## src/rtl/accum_pkg.sv

```systemverilog
//------------------------------------------------------------------------------
// Module   : accum_pkg
// Brief    : Shared state encoding and default width for the accumulator block.
// Revision : 1.0 - initial release
//------------------------------------------------------------------------------
`default_nettype none

package accum_pkg;

  localparam int c_acc_w = 8;

  typedef enum logic [1:0] {
    IDLE  = 2'd0,
    ADD   = 2'd1,
    CLEAR = 2'd2,
    HOLD  = 2'd3
  } state_t;

endpackage

`default_nettype wire

```

## src/rtl/accum_ctrl_debounce.sv

```systemverilog
//------------------------------------------------------------------------------
// Module   : key_debounce
// Brief    : 2-flop synchronizer plus stability counter for one active-low key.
// Revision : 1.0 - initial release
//------------------------------------------------------------------------------
`default_nettype none

module key_debounce #(
  parameter int DEBOUNCE_CYCLES = 500000
) (
  input  logic clk,
  input  logic rst,
  input  logic i_key_n,
  output logic o_level,
  output logic o_press
);

  localparam int                 c_cnt_w   = $clog2(DEBOUNCE_CYCLES + 1);
  localparam logic [c_cnt_w-1:0] c_cnt_max = c_cnt_w'(DEBOUNCE_CYCLES - 1);

  logic [1:0]         r_sync;
  logic [1:0]         r_fill;
  logic               r_armed;
  logic               r_level;
  logic               r_press;
  logic [c_cnt_w-1:0] r_cnt;

  // Presses only count once the key has been seen released after reset,
  // so a key held through reset cannot fire an event.
  always_ff @(posedge clk) begin
    if (rst) begin
      r_sync  <= 2'b11;
      r_fill  <= 2'b00;
      r_armed <= 1'b0;
      r_level <= 1'b1;
      r_press <= 1'b0;
      r_cnt   <= '0;
    end else begin
      r_sync  <= {r_sync[0], i_key_n};
      r_fill  <= {r_fill[0], 1'b1};
      r_press <= 1'b0;
      if (r_fill[1] && r_sync[1]) begin
        r_armed <= 1'b1;
      end
      if (r_sync[1] == r_level) begin
        r_cnt <= '0;
      end else if (r_cnt == c_cnt_max) begin
        r_level <= r_sync[1];
        r_cnt   <= '0;
        r_press <= r_armed && !r_sync[1];
      end else begin
        r_cnt <= r_cnt + 1'b1;
      end
    end
  end

  assign o_level = r_level;
  assign o_press = r_press;

endmodule

`default_nettype wire

```

## src/rtl/accum_ctrl.sv

```systemverilog
//------------------------------------------------------------------------------
// Module   : accum_ctrl
// Brief    : Key-driven accumulator with sticky overflow and LED output mux.
// Revision : 1.0 - initial release
//------------------------------------------------------------------------------
`default_nettype none

module accum_ctrl
  import accum_pkg::*;
#(
  parameter int DEBOUNCE_CYCLES = 500000,
  parameter int ACC_W           = c_acc_w
) (
  input  logic             Clk,
  input  logic             Reset,
  input  logic [1:0]       KEY,
  input  logic [ACC_W-1:0] SW,
  input  logic [ACC_W-1:0] pio_led,
  input  logic             sel_hw,
  output logic [ACC_W-1:0] LEDR,
  output logic [ACC_W-1:0] acc,
  output logic             overflow,
  output logic             busy,
  output logic             done
);

  logic [1:0]       w_level;
  logic [1:0]       w_press;
  logic [ACC_W:0]   w_sum;
  state_t           r_state;
  state_t           w_next;
  logic [ACC_W-1:0] r_acc;
  logic             r_overflow;
  logic [ACC_W-1:0] r_ledr;

  for (genvar gi = 0; gi < 2; gi++) begin : g_key
    key_debounce #(
      .DEBOUNCE_CYCLES(DEBOUNCE_CYCLES)
    ) u_key_debounce (
      .clk    (Clk),
      .rst    (Reset),
      .i_key_n(KEY[gi]),
      .o_level(w_level[gi]),
      .o_press(w_press[gi])
    );
  end

  always_ff @(posedge Clk) begin
    if (Reset) begin
      r_state <= IDLE;
    end else begin
      r_state <= w_next;
    end
  end

  // Clear wins over a simultaneous accumulate press.
  always_comb begin
    w_next = r_state;
    case (r_state)
      IDLE: begin
        if (w_press[0]) begin
          w_next = CLEAR;
        end else if (w_press[1]) begin
          w_next = ADD;
        end
      end
      ADD:     w_next = HOLD;
      CLEAR:   w_next = HOLD;
      HOLD: begin
        if (&w_level) begin
          w_next = IDLE;
        end
      end
      default: w_next = IDLE;
    endcase
  end

  assign w_sum = {1'b0, r_acc} + {1'b0, SW};

  always_ff @(posedge Clk) begin
    if (Reset) begin
      r_acc      <= '0;
      r_overflow <= 1'b0;
      r_ledr     <= '0;
    end else begin
      if (r_state == ADD) begin
        r_acc      <= w_sum[ACC_W-1:0];
        r_overflow <= r_overflow | w_sum[ACC_W];
      end else if (r_state == CLEAR) begin
        r_acc      <= '0;
        r_overflow <= 1'b0;
      end
      r_ledr <= sel_hw ? r_acc : pio_led;
    end
  end

  assign acc      = r_acc;
  assign overflow = r_overflow;
  assign LEDR     = r_ledr;
  assign busy     = (r_state != IDLE);
  assign done     = (r_state == ADD) || (r_state == CLEAR);

endmodule

`default_nettype wire
```

## config.mk

```make
export PLATFORM = sky130hd
export DESIGN_NAME = accum_ctrl
export DESIGN_NICKNAME = d
export VERILOG_FILES = /design/src/rtl/accum_pkg.sv /design/src/rtl/accum_ctrl_debounce.sv /design/src/rtl/accum_ctrl.sv
export SDC_FILE = /design/constraint.sdc
export NUM_CORES = 1
export LEC_CHECK = 0
export CAP_MARGIN = 10
export CORE_ASPECT_RATIO = 0.7
export CORE_MARGIN = 2
export CORE_UTILIZATION = 62
export CTS_BUF_LIST = sky130_fd_sc_hd__clkbuf_4 sky130_fd_sc_hd__clkbuf_8
export DETAILED_ROUTE_END_ITERATION = 16
export PLACE_DENSITY = 0.88
export SLEW_MARGIN = 5
export SYNTH_ARGS = -nofsm -noshare
export SYNTH_HDL_FRONTEND = slang
export SYNTH_SLANG_ARGS = --single-unit
```

## constraint.sdc

```tcl
create_clock -name Clk -period 3.85 [get_ports Clk]
set_clock_uncertainty 0.2 [all_clocks]
set_input_delay 0.385 -clock Clk [delete_from_list [all_inputs] [get_ports Clk]]
set_output_delay 0.385 -clock Clk [all_outputs]
set_load 0.02 [all_outputs]
```

After elaboration in Yosys (flattened, before gate mapping) --
Index checks and enable logic that the tools add are counted.
Word-level totals: bits of input ports 21, output and inout port bits 19, word-level logic and storage cells 65, flip-flop bits (word level) 71
Operators by class: equality and inequality tests 9, bitwise gates (word level) 5, mux-type cells 11, add/subtract/negate cells 3, reductions and logical operators 19
Operators by type and width (count):
- $add A19 B1 Y19 const B | 2
- $eq A19 B19 Y1 const B | 2
- $mux W8 | 3
- $reduce_or A3 Y1 | 4
- $add A8 B8 Y9 | 1
- $reduce_and A2 Y1 | 4
- $mux W2 | 3
- $pmux W2 S3 | 1
- $eq A2 B2 Y1 const B | 2
- $logic_and A1 B1 Y1 | 4
- $mux W1 | 4
- $not A1 Y1 | 4
- $reduce_bool A2 Y1 | 2
- $ne A3 B1 Y1 const B | 1
- $eq A1 B1 Y1 | 2
- $eq A2 B1 Y1 const B | 1
- $logic_not A1 Y1 | 2
- $logic_not A2 Y1 | 1
- $ne A2 B2 Y1 const B | 1
- $reduce_or A2 Y1 | 1
- $logic_or A1 B1 Y1 | 1
- $or A1 B1 Y1 | 1

Longest topological paths before layout --
Gate-level depths: netlist (run 1).
word-level depth 3, gate-level depth with buffers 8, gate-level depth less buffers 7

By module --
Synthesis (run 1) repeated with hierarchy kept, for this count alone.
Second synthesis, totals: cell total of the unflattened synthesis 355, area, all modules 3250.6 um2
By module, submodules not included:
- key_debounce | area an instance 1084.8 um2, instances 2, cells an instance 116, seq. area each 520.5 um2
- accum_ctrl | area an instance 1081.0 um2, instances 1, cells an instance 123, seq. area each 380.4 um2

Worst setup path after synthesis (run 1) --
Ideal clock, no wire load.
path type reg2reg, from register r_acc[0] (netlist: acc[0]), to register r_overflow (netlist: overflow), clock period less this slack 2.070 ns, cell stages (with the launch flop) 8, required time 3.530 ns, path buffers 0, setup slack 1.780 ns, data arrival time 1.750 ns, library setup time 0.120 ns, cell sequence dfxtp_1 > ha_1 > fa_1 > a211oi_1 > o21bai_1 > a21oi_1 > nand2b_1 > a21oi_1
Between the ends: cells in the longest elaborated chain, start to end 3
Ends and longest elaborated chain:
- start, declared | line accum_ctrl.sv:32 | logic [ACC_W-1:0] r_acc;
- start signal, assigned | line accum_ctrl.sv:87 | r_acc <= w_sum[ACC_W-1:0];
- $add A8 B8 Y9 | line accum_ctrl.sv:78 | assign w_sum = {1'b0, r_acc} + {1'b0, SW};
- $or A1 B1 Y1 | line accum_ctrl.sv:88 | r_overflow <= r_overflow | w_sum[ACC_W];
- $mux W1 | line accum_ctrl.sv:86 | if (r_state == ADD) begin
- end signal, assigned | line accum_ctrl.sv:88
- end, declared | line accum_ctrl.sv:33 | logic r_overflow;
No other way between the ends. A chain may end at the register's enable or synchronous reset.

Worst setup path after layout (run 1) --
from register r_state[0], to output port done
Between the ends: cells in the longest elaborated chain, start to end 2, elaborated cells on any way between the ends 3, those cells by class eq/ne: 2; reduce/logical: 1
Ends and longest elaborated chain:
- start, declared | line accum_ctrl.sv:30 | state_t r_state;
- start signal, assigned | line accum_ctrl.sv:52 | r_state <= w_next;
- $eq A2 B1 Y1 or $eq A2 B2 Y1 (tied branches) | line accum_ctrl.sv:101 | assign done = (r_state == ADD) || (r_state == CLEAR);
- $logic_or A1 B1 Y1 * | line accum_ctrl.sv:101
- end, declared | line accum_ctrl.sv:24 | output logic done
Every way passes the cells marked *; elsewhere a longest branch is shown, timed or not.

==> out/results.txt, run 1 <==
R2R setup slack -> 1.56 ns
Combinational share of power -> 0.212
Slew Viols, Final -> 0
TritonRoute pass-1 iters -> 5
Net count after synthesis -> 383
Clock power share -> 0.368
Num CTS Buffers -> 9
Cts repair resizes -> 0
Gr usage total -> 0.251
Total wire length -> 6.63 mm
Hold crit path type -> register to register
HPWL Detailed -> 4.40 mm
Die ar. -> 5730 µm²
Share of layout cells above drive strength 1 -> 0.0742
Max_cap viols -> 0
Setup crit start kind -> register
Fillers -> 318
Vias -> 2523
Largest net degree at the start of global routing -> 28
Site Rows -> 21
Clk Latency, worst-skew pair -> 0.34 ns
Req. time, crit path -> 3.26 ns
# hold bufs at CTS -> 0
Die Wd -> 89.6 µm
Root Driver -> clkbuf_8
Fmax -> 358 MHz
Int Pwr -> 1320 µW
Switching power -> 509 µW
H-tree depth -> 3
Total gr overflow -> 0
Worst rel slew slack -> 0.565
Reg2Reg Depth -> 5
Number of global-route vias before repair -> 2359
Crit share post-route -> 0.726
PortBufs -> 39
Library cells used by synthesis -> 43
Placer Congestion -> 0.895
Final Hold Viols -> 0
Outcome -> finished clean
Pwr dens -> 478 nW/µm²
Post-DRT Antenna Nets -> 0
Final Util -> 0.788
Post-CTS setup buffer count -> 0
Finished Layout Cells -> 460
Mapped Cells -> 347
Yosys reg bits -> 69
Area grow syn2layout -> 20.5%
Sequential element share of the synthesized area -> 0.434
Dpl cells -> 444
Detailed-route vias per instance -> 5.48
Critical path capture point type -> primary output
WS Path Type -> register to primary output
Unrepaired setup endpoints after global routing -> no
Ports -> 40
Period minus WS final -> 2.79 ns
Worst endpoint data arrival time -> 2.21 ns
Max VDD drop -> 599 µV
# nets final -> 422
Chip height -> 63.9 µm
Clk slew on worst S/H paths -> 0.08 ns
Ys Warns -> 0
CTS tree -> done
Antenna violations before repair -> 0
Final setup fails -> 0
DRC -> 0
Flop pwr share -> 0.420
Synth Cell Area -> 3180 µm²
Iteration-0 DRC Markers -> 128
Total Power -> 1830 µW
First-pass GRT wire length -> 11.0 mm
Worst-margin pin slew -> 0.653 ns
CP startpoint -> r_state[0]
Diodes inserted -> 0
Core Area -> 4860 µm²
Syn Area/Cell -> 9.17 µm²
CTS sink cnt -> 69
Crit path max fanout -> 23
Bufs on Longest Clock Path -> 2
Static Leak -> 0.00141 µW
Crit Reg-Reg Endpoint -> g_key[0].u_key_debounce.r_cnt[12]
Routed len/inst -> 14.4 µm
Switching portion of total power -> 0.278
Fin Setup TNS -> 0 ns
Critical Path Sink -> done
Starting Density -> 0.654
FF-to-FF Start -> g_key[0].u_key_debounce.r_cnt[0]
## registers in the layout, indices dropped and copies added, names as in the netlist
name                          flops
g_key.u_key_debounce.r_armed      2
LEDR                              8
acc                               8
overflow                          1
g_key.u_key_debounce.r_cnt       38
g_key.u_key_debounce.o_level      2
g_key.u_key_debounce.r_fill       2
r_state                           2
g_key.u_key_debounce.o_press      2
g_key.u_key_debounce.r_sync       4
## cells in the mapped netlist (all sizes together)
cell / number / area share
nand4: 13 / 0.026
and4: 2 / 0.0055
o21ai: 4 / 0.0063
a22oi: 1 / 0.0024
nor4: 4 / 0.017
a21oi: 12 / 0.019
dfxtp: 69 / 0.43
nand2: 21 / 0.025
o21a: 1 / 0.0024
inv: 11 / 0.013
xnor2: 14 / 0.039
ha: 14 / 0.055
o221ai: 2 / 0.0055
nand2b: 9 / 0.018
o2111ai: 2 / 0.0055
fa: 1 / 0.0063
nor2b: 1 / 0.0020
clkbuf: 6 / 0.0071
nor2: 63 / 0.075
xor2: 23 / 0.063
a211o: 2 / 0.0055
mux2i: 13 / 0.041
nor3: 7 / 0.017
nor3b: 3 / 0.0087
a211oi: 4 / 0.0094
nor4b: 4 / 0.011
nand3: 16 / 0.025
and3: 3 / 0.0059
or3: 2 / 0.0039
a21o: 4 / 0.0094
or2: 5 / 0.0098
nand4b: 1 / 0.0028
o21bai: 2 / 0.0047
nand3b: 2 / 0.0047
buf: 6 / 0.014
## cells in the final DEF (no fill, tap or decap), types with 4 or more instances in the layout
| cell type | instances |
|---|---|
| xor2_1 | 23 |
| nand2_1 | 21 |
| nor4b_1 | 4 |
| clkbuf_8 | 11 |
| inv_1 | 11 |
| a211oi_1 | 4 |
| nand3_1 | 16 |
| nor2_1 | 62 |
| dfxtp_1 | 69 |
| nor3_2 | 4 |
| a21oi_1 | 12 |
| nand2b_1 | 9 |
| mux2i_1 | 13 |
| clkdlybuf4s50_1 | 39 |
| a21o_1 | 4 |
| or2_2 | 4 |
| xnor2_1 | 14 |
| nand4_1 | 13 |
| ha_1 | 14 |
## power groups by stage
stage          Combinational (µW)  Clock, µW  Sequential, µW
2_1_floorplan                 244          0             797
3_3_place_gp                  374          0             783
3_5_place_dp                  381          0             785
4_1_cts                       388        681             769
5_1_grt                       428        707             773
6_report                      389        673             769
## layer usage
layer	vias to the layer above	part of all wire	global-route usage	wire, µm
met1	1192	0.50	0.348	3310
met3	6	0.044	0.0568	291
met4	0	0.0084	0.0840	56
met2	56	0.45	0.385	2970
li1	1269	-	-	-
met5	-	0	0	0
## worst max-delay path: stages, from the launching register on
cell and delay [ns]:
dfxtp_1 0.40, inv_1 0.09, ha_1 0.67, clkdlybuf4s50_1 0.72
## cell type report
| class | count | area [µm²] | share of cell area |
|---|---|---|---|
| Clock buffer | 11 | 151 | 0.0395 |
| Inverter | 11 | 41.3 | 0.0108 |
| Sequential cell | 69 | 1380 | 0.361 |
| Multi-Input combinational cell | 255 | 1690 | 0.441 |
| Timing Repair Buffer | 40 | 398 | 0.104 |
| Tap cell | 69 | 86.3 | 0.0225 |
| Clock inverter | 5 | 82.6 | 0.0216 |
## worst min path at each step
stage	end	slack (ns)	startpoint	cells after the start
2_1_floorplan	g_key[0].u_key_debounce.r_sync[1]	0.19	g_key[0].u_key_debounce.r_sync[0]	1
3_3_place_gp	g_key[1].u_key_debounce.r_sync[1]	0.19	g_key[1].u_key_debounce.r_sync[0]	1
3_5_place_dp	g_key[1].u_key_debounce.r_sync[1]	0.20	g_key[1].u_key_debounce.r_sync[0]	1
4_1_cts	g_key[1].u_key_debounce.r_sync[1]	0.21	g_key[1].u_key_debounce.r_sync[0]	1
5_1_grt	g_key[0].u_key_debounce.r_sync[1]	0.24	g_key[0].u_key_debounce.r_sync[0]	1
6_report	g_key[1].u_key_debounce.r_sync[1]	0.21	g_key[1].u_key_debounce.r_sync[0]	1
## kinds of logic after synthesis
group | share of synthesized area
buffers and inverters | 0.0342
multiplexers | 0.0409
flip-flops | 0.434
adder cells (fa/ha/maj) | 0.0614
AND/OR/NAND/NOR | 0.257
XOR/XNOR | 0.102
AO/OA/AOI/OAI | 0.0700
## metrics by stage
stage          area (µm²)  hold WS [ns]  setup slack, ns
4_1_cts              3830         0.214             1.04
6_report             3830         0.212             1.06
3_3_place_gp         3600         0.192             1.29
2_1_floorplan        3180         0.189             1.78
3_5_place_dp         3600         0.196             1.24
5_1_grt              3830         0.242            0.905
No activity file was read; power rests on OpenSTA's default activity.
==> inputs of run 2 (changes only) <==
--- a/config.mk
+++ b/config.mk
@@ -8,10 +8,10 @@
 export CAP_MARGIN = 10
 export CORE_ASPECT_RATIO = 0.7
 export CORE_MARGIN = 2
-export CORE_UTILIZATION = 62
+export CORE_UTILIZATION = 57
 export CTS_BUF_LIST = sky130_fd_sc_hd__clkbuf_4 sky130_fd_sc_hd__clkbuf_8
 export DETAILED_ROUTE_END_ITERATION = 16
-export PLACE_DENSITY = 0.88
+export PLACE_DENSITY = 0.82
 export SLEW_MARGIN = 5
 export SYNTH_ARGS = -nofsm -noshare
 export SYNTH_HDL_FRONTEND = slang
==> constraint.sdc (replaced) <==
create_clock -name Clk -period 2.9 [get_ports Clk]
set_clock_uncertainty 0.2 [all_clocks]
set_input_delay 0.29 -clock Clk [delete_from_list [all_inputs] [get_ports Clk]]
set_output_delay 0.29 -clock Clk [all_outputs]
set_load 0.02 [all_outputs]
==> run 2 against run 1 <==
Clock-buffer cell count grew 2; critical path type is now register to register; sequential power grew 33%; worst setup slack lost 0.43 ns; register-to-register slack lost 0.93 ns; largest cell class unchanged; core utilization shrank 7.4 points; final area shrank 0.95%; combinational power grew 33%.
==> out/results.txt, run 2 (synthesized netlist as in run 1, its figures left out) <==
Critical path capture point type -> register
Final Hold Viols -> 0 (unchanged)
Share of layout cells above drive strength 1 -> 0.0765 (+0.00236)
Top reg by flops -> g_key.u_key_debounce.r_cnt
Clk Latency, worst-skew pair -> 0.34 ns (about the same)
Final setup fails -> 0 (unchanged)
Register area -> 1380 µm² (unchanged)
Bufs on Longest Clock Path -> 2 (unchanged)
Fillers -> 409 (+29%)
Number of global-route vias before repair -> 2318 (-1.7%)
Reg2Reg Depth -> 5 (unchanged)
Area taken by multi-input logic gates -> 1690 µm² (unchanged)
HPWL Detailed -> 4.41 mm (+0.25%)
Post-DRT Antenna Nets -> 0 (unchanged)
FF-to-FF Start -> g_key[0].u_key_debounce.r_cnt[0]
Area grow syn2layout -> 19.3%
Core Area -> 5310 µm² (+9.3%)
Period minus WS final -> 2.27 ns
# hold bufs at CTS -> 0 (unchanged)
CTS tree -> done
CTS sink cnt -> 69 (unchanged)
Worst rel slew slack -> 0.574 (+0.00862)
First-pass GRT wire length -> 10.6 mm (-3.8%)
Root Driver -> clkbuf_8
Diodes inserted -> 0 (unchanged)
Die Wd -> 93.3 µm (+4.1%)
DRC -> 0 (unchanged)
Worst-margin pin slew -> 0.640 ns (-0.0129 ns)
Critical Path Sink -> g_key[0].u_key_debounce.r_cnt[15]
Max VDD drop -> 725 µV (+21%)
Static Leak -> 0.00139 µW (-1.6%)
Final Util -> 0.714 (-0.0738)
CP startpoint -> g_key[0].u_key_debounce.r_cnt[0]
Site Rows -> 22 (+4.8%)
PortBufs -> 39 (unchanged)
TritonRoute pass-1 iters -> 4 (-1)
Largest net degree at the start of global routing -> 23 (-18%)
H-tree depth -> 3 (unchanged)
Detailed-route vias per instance -> 5.19 (-5.4%)
Post-CTS setup buffer count -> 0 (unchanged)
Max_cap viols -> 0 (unchanged)
Gr usage total -> 0.220 (-0.0311)
Slew Viols, Final -> 0 (unchanged)
Starting Density -> 0.599 (-0.0556)
Req. time, crit path -> 2.89 ns (-0.37 ns)
Outcome -> finished clean
Num CTS Buffers -> 9 (unchanged)
Placer Congestion -> 0.865 (-3.3%)
Crit share post-route -> 0.783
Total wire length -> 6.00 mm (-9.5%)
Vias -> 2407 (-4.6%)
Unrepaired setup endpoints after global routing -> no
# nets final -> 423 (+0.24%)
Die ar. -> 6200 µm² (+8.3%)
Total gr overflow -> 0 (unchanged)
Pwr dens -> 594 nW/µm² (+24%)
Clk slew on worst S/H paths -> 0.07 ns (about the same)
Worst endpoint data arrival time -> 2.27 ns (+0.06 ns)
Ports -> 40 (unchanged)
Commonest cells after routing, fill and taps aside -> dfxtp_1 (69), nor2_1 (62), clkdlybuf4s50_1 (39)
Fmax -> 440 MHz
Hold crit path type -> register to register
Chip height -> 66.5 µm (+4.0%)
Most common cell after layout, fill and taps aside -> dfxtp_1
Cts repair resizes -> 0 (unchanged)
Fin Setup TNS -> 0 ns (unchanged)
Setup crit start kind -> register
Antenna violations before repair -> 0 (unchanged)
Iteration-0 DRC Markers -> 77 (-40%)
WS Path Type -> register to register
Max reg flops -> 38 (unchanged)
Crit Reg-Reg Endpoint -> g_key[0].u_key_debounce.r_cnt[15]
Routed len/inst -> 12.9 µm (-10%)
Crit path max fanout -> 19 (-17%)
Hold Path Stages -> 1 (unchanged)
R2R setup slack -> 0.63 ns (-0.93 ns)
## run 2: through the flow
stage / hold WS (ns) / area, µm² / total power (µW) / instances / setup slack, ns
2_1_floorplan: 0.189 / 3180 / 1380 / 347 / 0.830
3_3_place_gp: 0.194 / 3610 / 1550 / 448 / 0.407
3_5_place_dp: 0.195 / 3610 / 1560 / 448 / 0.366
4_1_cts: 0.212 / 3790 / 2280 / 464 / 0.606
5_1_grt: 0.221 / 3790 / 2380 / 464 / 0.447
6_report: 0.210 / 3790 / 2260 / 464 / 0.629
## run 2: layout make-up
| type | count | area share |
|---|---|---|
| Multi-Input combinational cell | 255 | 0.445 |
| Sequential cell | 69 | 0.364 |
| Timing Repair Buffer | 41 | 0.107 |
| Clock buffer | 13 | 0.0439 |
| Tap cell | 72 | 0.0237 |
| Inverter | 11 | 0.0109 |
| Clock inverter | 3 | 0.00528 |
## run 2: layer usage
layer	part of all wire	up-vias	track usage
li1	-	1267	-
met1	0.53	1102	0.315
met2	0.43	36	0.316
met3	0.035	2	0.0656
met4	0.0032	0	0.0717
met5	0	-	0
## run 2: worst min-delay path by stage
stage / from / to / slack [ns]
2_1_floorplan: g_key[0].u_key_debounce.r_sync[0] / g_key[0].u_key_debounce.r_sync[1] / 0.19
3_3_place_gp: g_key[1].u_key_debounce.r_sync[0] / g_key[1].u_key_debounce.r_sync[1] / 0.19
3_5_place_dp: g_key[1].u_key_debounce.r_sync[0] / g_key[1].u_key_debounce.r_sync[1] / 0.19
4_1_cts: g_key[1].u_key_debounce.r_sync[0] / g_key[1].u_key_debounce.r_sync[1] / 0.21
5_1_grt: g_key[1].u_key_debounce.r_sync[0] / g_key[1].u_key_debounce.r_sync[1] / 0.22
6_report: g_key[1].u_key_debounce.r_sync[0] / g_key[1].u_key_debounce.r_sync[1] / 0.21
## run 2: power by group
part | internal [µW] | total [µW] | switching (µW)
registers | 987 | 1020 | 34.5
logic | 244 | 516 | 272
clock network | 375 | 718 | 343
total | 1610 | 2260 | 650
## run 2: critical path: stages, from the launching register on
cell and delay, ns:
dfxtp_1 0.37, ha_1 0.23, nand4_1 0.28, nor3_2 0.35, or3_1 0.57, nor2_1 0.12
